**config.mk**
```make
export PLATFORM = sky130hd
export DESIGN_NAME = mem_access_ctrl
export DESIGN_NICKNAME = d
export VERILOG_FILES = /design/src/rtl/mem_access_ctrl.sv
export SDC_FILE = /design/constraint.sdc
export NUM_CORES = 1
export LEC_CHECK = 0
export CAP_MARGIN = 20
export CORE_MARGIN = 2
export CORE_UTILIZATION = 41
export DETAILED_ROUTE_END_ITERATION = 16
export PLACE_DENSITY = 0.86
export SYNTH_ARGS = -nofsm -noshare
export SYNTH_HDL_FRONTEND = slang
export SYNTH_SLANG_ARGS = --single-unit
```
**constraint.sdc**
```tcl
create_clock -name clk -period 3.7 [get_ports clk]
set_clock_uncertainty 0.05 [all_clocks]
set_input_delay 0.74 -clock clk [delete_from_list [all_inputs] [get_ports clk]]
set_output_delay 0.74 -clock clk [all_outputs]
set_load 0.005 [all_outputs]
```
**src/rtl/mem_access_ctrl.sv**
```systemverilog
// rtl/mem_access_ctrl.sv - single-port RAM access sequencer with MAR/MBR and read-latency wait
module mem_access_ctrl #(
  parameter int RD_LAT = 1
) (
  input  logic        clk,
  input  logic        rst,
  input  logic        req,
  input  logic        we,
  input  logic [7:0]  addr_in,
  input  logic [15:0] wdata,
  output logic        busy,
  output logic        done,
  output logic [15:0] rdata,
  output logic [7:0]  ram_addr,
  output logic [15:0] ram_din,
  input  logic [15:0] ram_dout,
  output logic        ram_ena,
  output logic        ram_wea
);

  typedef enum logic [1:0] {IDLE, ACCESS, WAIT, DONE} state_t;

  // Last value of the wait counter; the capture happens on that edge.
  localparam logic [1:0] LAST_CNT = 2'(RD_LAT - 1);

  state_t      state_q, state_d;
  logic [7:0]  mar_q, mar_d;
  logic [15:0] mbr_q, mbr_d;
  logic        we_q, we_d;
  logic [1:0]  cnt_q, cnt_d;

  // State and datapath registers with synchronous reset.
  always_ff @(posedge clk) begin
    if (rst) begin
      state_q <= IDLE;
      mar_q   <= 8'h00;
      mbr_q   <= 16'h0000;
      we_q    <= 1'b0;
      cnt_q   <= 2'd0;
    end else begin
      state_q <= state_d;
      mar_q   <= mar_d;
      mbr_q   <= mbr_d;
      we_q    <= we_d;
      cnt_q   <= cnt_d;
    end
  end

  // Next-state logic; request inputs are only looked at in IDLE so they cannot disturb an access.
  always_comb begin
    state_d = state_q;
    mar_d   = mar_q;
    mbr_d   = mbr_q;
    we_d    = we_q;
    cnt_d   = cnt_q;
    case (state_q)
      IDLE: begin
        if (req) begin
          mar_d   = addr_in;
          we_d    = we;
          if (we) begin
            mbr_d = wdata;
          end
          state_d = ACCESS;
        end
      end
      ACCESS: begin
        cnt_d   = 2'd0;
        state_d = we_q ? DONE : WAIT;
      end
      WAIT: begin
        if (cnt_q == LAST_CNT) begin
          mbr_d   = ram_dout;
          state_d = DONE;
        end else begin
          cnt_d   = cnt_q + 2'd1;
        end
      end
      DONE: begin
        state_d = IDLE;
      end
      default: begin
        state_d = IDLE;
      end
    endcase
  end

  // RAM strobes are masked by rst so a reset landing in ACCESS never issues a write.
  assign busy     = (state_q == ACCESS) || (state_q == WAIT);
  assign done     = (state_q == DONE);
  assign ram_ena  = busy && !rst;
  assign ram_wea  = (state_q == ACCESS) && we_q && !rst;
  assign ram_addr = mar_q;
  assign ram_din  = mbr_q;
  assign rdata    = mbr_q;

endmodule

```
==> metrics, run 1 <==
Critical Path RT 2910 ps; Yosys reg bits 29; CTS Sinks 29; CP Max Fanout 19; cts bufs inserted 5; vias per cell 4.88; CTS tree done; most common cell in the netlist dfxtp_1; CTS clk-pin slew, worst paths 50 ps; first-pass GRT wire length 5.75 mm; CTS Hold Bufs 0; total number of vias 1386; fin. max-slew vios 0; Layout fillers 314; Syn Inst Count 165; Slew @ Worst Pin 743 ps; gpl congestion 0.692; DR iter-0 viols 51; Horiz. Die Dim 64.8 um; Worst Reg2Reg Path Length in Cells 6; worst r2r dst ram_din[14]$_SDFFE_PP0P_; Area contributors post-synth dfxtp_1, mux2i_1, a21oi_1, a211oi_2, buf_4; setup TNS 0 ps; root buffer cell clkbuf_8; Slew headroom 50.5%; Clock Latency Late Sink 270 ps; Yosys cell types 24; FFs w/ async S/R, synth 0%; worst ir drop on vdd 0.000300 V; final wirelength between 3 and 4 mm; Post-synth top flop dfxtp_1; WS Path Type input pin to output pin; Core ar. between 3000 and 4000 um^2; Commonest cells post-synth dfxtp_1, a21oi_1, nand2_1, buf_4, mux2i_1; DP HPWL 2.74 mm; CP startpoint kind input pin; post-synth top area share 38.3%; Post-Syn Nets 214; Yosys warning total 0; std cell rows 22; layout cells sized above 1 8.05%; Initial Util a little over two fifths; total of max-cap violations 0; Max Buffers Root-to-Sink 2; nets 284; I/O pins 88; Fin. Hold Viols 0; Crit. End Element output pin; EDFF count, synth 0; initial antenna violation count 0; worst r2r src state_q[0]$_SDFFE_PP0P_; Pleak 0.000827 uW; Finish-stage setup viols 0; register area share after synthesis a little under two fifths; Power Density 586 nW/um^2; CP arrival 2030 ps; Min-Delay Path Depth 2; final clock period utilization by the worst path 76.2%; Tmin final about 2800 ps; vias in the first global route 1258; placed cells ~280; post_cts resized 0; die height 64.8 um; Yosys top cell by area dfxtp_1; DRC 0; antenna viol nets, final 0; non-filler cells, final approximately 280; hold_sp ram_addr[5]$_SDFFE_PP0P_; PortBufs between 80 and 90; GRT Residual Overflow 0; Post-Synthesis Cell Area 1520 um^2; fmax 354 MHz; pin count of the biggest net entering global routing 21; hold endpoint ram_addr[5]$_SDFFE_PP0P_; Syn Area/Cell 9.20 um^2; H-tree depth 2; r2r setup slk 1290 ps; RSZ-0062 raised after global routing false; First-pass DRT Iterations 4; postcts setup bufs 0; wire per inst between 10 and 15 um; worst hold path class register to register; status complete, no violations; gr usage total 17.6%; layout overhead on the synthesized area 55.8%; Die Footprint 4200 um^2; Antenna Cells 0
[where the power goes]
group	switching [uW]	internal, uW	leakage, uW
clock network	108	133	0.0000395
registers	60.9	394	0.000239
logic	284	405	0.000548
total	453	932	0.000827
[stage by stage]
step                setup slack (ps)  instance area (um^2)  utilization, %  total power, uW  hold slack, ps
finish                           879                  2360            65.6             1390             406
CTS                              873                  2360            65.6             1400             408
detailed placement               878                  2280            63.4             1160             400
global route                     820                  2360            65.6             1470             428
global placement                 886                  2280            63.4             1140             391
floorplan                       1830                  1520               -              887             394
[how the worst max path moves through the flow]
stage | depth (start not counted) | to | from
final | 4 | ram_wea | rst
after global routing | 4 | ram_wea | rst
after CTS | 4 | ram_wea | rst
after detailed placement | 4 | ram_wea | rst
after global placement | 4 | ram_wea | rst
after floorplan | 2 | ram_wea | rst
[area by class of cell]
type | count | area, um^2 | area share [%]
sequential | 29 | 581 | 24.6
timing repair buffer | 90 | 893 | 37.8
tap | 48 | 60.1 | 2.54
clock buffer | 8 | 80.1 | 3.39
inverter | 4 | 15.0 | 0.635
multi-input combinational | 105 | 736 | 31.1
[worst max-delay path: stages]
cell             delay (ps)
clkdlybuf4s50_1         430
buf_4                   220
nor2_1                  130
clkdlybuf4s50_1         500
[cells in the final DEF (no fill, tap or decap), types with 4 or more instances in the layout]
cell type / n
mux2i_1: 16
a211oi_2: 10
clkdlybuf4s50_1: 87
inv_1: 4
ha_1: 5
a211oi_1: 7
a21oi_1: 28
nand2_1: 22
clkbuf_8: 5
dfxtp_1: 29
[state kept, by name (all words and copies together), names as in the netlist]
register and flops:
cnt_q 2, ram_addr 8, ram_din 16, state_q 2
we_q 1
[per-layer routing]
layer  up-vias  wire length [um]  GRT usage (%)
li1        700                 -              -
met1       635              1490           19.7
met2        49              1790           29.6
met3         2               285           7.99
met4         0                12           5.59
met5         -                 0              0
[kinds of logic (layout without fill, tap and decap cells)]
family,count (synthesis),after routing,synth area share (%)
flops,29,29,38.3
simple gates,34,34,10.1
fa+ha+maj,5,5,4.12
compound gates,49,49,23.0
buf+inv,31,102,13.3
mux,17,17,11.3
(Power assumes the default switching activity.)
==> run 2, diff against run 1 <==
--- a/config.mk
+++ b/config.mk
@@ -7,9 +7,9 @@
 export LEC_CHECK = 0
 export CAP_MARGIN = 20
 export CORE_MARGIN = 2
-export CORE_UTILIZATION = 41
+export CORE_UTILIZATION = 34
 export DETAILED_ROUTE_END_ITERATION = 16
-export PLACE_DENSITY = 0.86
+export PLACE_DENSITY = 0.76
 export SYNTH_ARGS = -nofsm -noshare
 export SYNTH_HDL_FRONTEND = slang
 export SYNTH_SLANG_ARGS = --single-unit
==> constraint.sdc (replaced) <==
create_clock -name clk -period 2.41 [get_ports clk]
set_clock_uncertainty 0.05 [all_clocks]
set_input_delay 0.482 -clock clk [delete_from_list [all_inputs] [get_ports clk]]
set_output_delay 0.482 -clock clk [all_outputs]
set_load 0.005 [all_outputs]
==> metrics, run 2 (synthesis results as in run 1) <==
status complete, no violations; gpl congestion 0.739 (+6.9%); Critical Path RT 1880 ps (-1030 ps); layout cells sized above 1 10.0% (+2.0 points); DRC 0 (unchanged); Slew @ Worst Pin 786 ps (+43.1 ps); pin count of the biggest net entering global routing 20 (-4.8%); gr usage total 14.8% (-2.8 points); Core ar. 4320 um^2 (+20%); fmax 447 MHz; Final WS setup 171 ps (-708 ps); CP Max Fanout 4 (-15); RSZ-0062 raised after global routing false; final clock period utilization by the worst path a little over 90%; Horiz. Die Dim 70.8 um (+9.2%); initial antenna violation count 0 (unchanged); worst hold path class register to register; die height 70.8 um (+9.2%); std cell rows 24 (+9.1%); nets 287 (+1.1%); GRT Residual Overflow 0 (unchanged); Tmin final 2240 ps; Power Density 897 nW/um^2 (+53%); CP startpoint kind register; post_cts resized 0 (unchanged); First-pass DRT Iterations 4 (unchanged); Layout fillers 417 (+33%); Slew headroom 47.6% (-2.9 points); pre-CTS setup slack 213 ps (-665 ps); PortBufs 87 (unchanged); CTS clk-pin slew, worst paths 60 ps (about the same); root buffer cell clkbuf_8; most frequent cells in the layout clkdlybuf4s50_1, dfxtp_1, a21oi_1, nand2_1, mux2i_1; wire per inst 12.0 um (-4.4%); CTS Sinks 29 (unchanged); Initial Util 35.1% (-7.0 points); total number of vias 1400 (+1.0%); final wirelength 3.50 mm (-2.0%); vias per cell 4.81 (-1.4%); worst ir drop on vdd 0.000378 V (+26%); critical path cell sequence inv_1 > ha_1 > nor2b_1 > clkdlybuf4s50_1; cts bufs inserted 5 (unchanged); CTS tree done; Max Buffers Root-to-Sink 2 (unchanged); postcts setup bufs 0 (unchanged); number of flip-flops in the largest register 16 (unchanged); H-tree depth 2 (unchanged); fin. max-slew vios 0 (unchanged); first-pass GRT wire length 5.98 mm (+4.0%); Critical Path Max Stage Delay 510 ps (about the same); family with the most delay on the worst path buffers and inverters; vias in the first global route 1322 (+5.1%); DR iter-0 viols 66 (+29%); antenna viol nets, final 0 (unchanged); CP arrival 1710 ps (-320 ps); Fin. Hold Viols 0 (unchanged); CTS Hold Bufs 0 (unchanged); total of max-cap violations 0 (unchanged); Crit. End Element output pin; DP HPWL 2.69 mm (-1.6%); Die Footprint 5010 um^2 (+19%); Finish-stage setup viols 0 (unchanged); Critical path buffers and inverters 2 (-1); Pleak 0.000847 uW (+2.4%); slowest CP cell clkdlybuf4s50_1; WS Path Type register to output pin; commonest non-fill, non-tap cell in the layout clkdlybuf4s50_1; setup TNS 0 ps (unchanged); Antenna Cells 0 (unchanged); Clock Latency Late Sink 270 ps (about the same); layout overhead on the synthesized area 57.8%; I/O pins 88 (unchanged)
run 2: cell count changes in the layout (fill, tap and decap cells not counted), sizes merged:
cell,previous run,this run
buf,3,6
clkbuf,8,6
clkinv,0,2
run 2: report_power, final:
group          leakage (uW)  switching, uW  internal [uW]  total, uW
sequential         0.000239           89.9            604        694
combinational      0.000563            439            646       1080
clock             0.0000450            170            199        369
total              0.000847            698           1450       2150
run 2: final timing paths:
| kind | startpoint | to | slack (ps) | cells past startpoint |
|---|---|---|---|---|
| worst min-delay path | ram_addr[0]$_SDFFE_PP0P_ | ram_addr[0]$_SDFFE_PP0P_ | 400 | 2 |
| worst max register to register | state_q[0]$_SDFFE_PP0P_ | ram_din[12]$_SDFFE_PP0P_ | 480 | 5 |
| worst min register to register | ram_addr[0]$_SDFFE_PP0P_ | ram_addr[0]$_SDFFE_PP0P_ | 400 | 2 |
| worst max-delay path | state_q[1]$_SDFFE_PP0P_ | ram_ena | 170 | 4 |
run 2: tightest hold or removal path, stage by stage, from the launching register on:
cell and delay (ps):
dfxtp_1 310, nand2_1 50, a21oi_1 50
run 2: metrics by stage:
step / area, um^2 / util, % / hold WS, ps / cells / power [uW]
after floorplan: 1520 / - / 394 / 165 / 1360
after global placement: 2310 / 53.5 / 392 / 283 / 1790
after detailed placement: 2310 / 53.5 / 395 / 283 / 1810
after CTS: 2390 / 55.4 / 404 / 291 / 2190
after global routing: 2390 / 55.4 / 423 / 291 / 2310
final: 2390 / 55.4 / 402 / 291 / 2150
run 2: metal layers:
metal	wire (um)	global-route usage (%)
met5	0	0
met4	53	5.66
met3	249	4.99
met2	1730	24.6
met1	1460	17.8
run 2: layout make-up:
class / instances / area (um^2) / area share [%]
clock buffers: 6 / 72.6 / 3.03
clock inverters: 2 / 10.0 / 0.418
inverters: 4 / 15.0 / 0.627
multi-input cells: 105 / 736 / 30.7
flip-flops and latches: 29 / 581 / 24.2
well taps: 52 / 65.1 / 2.72
repair buffers: 93 / 916 / 38.2
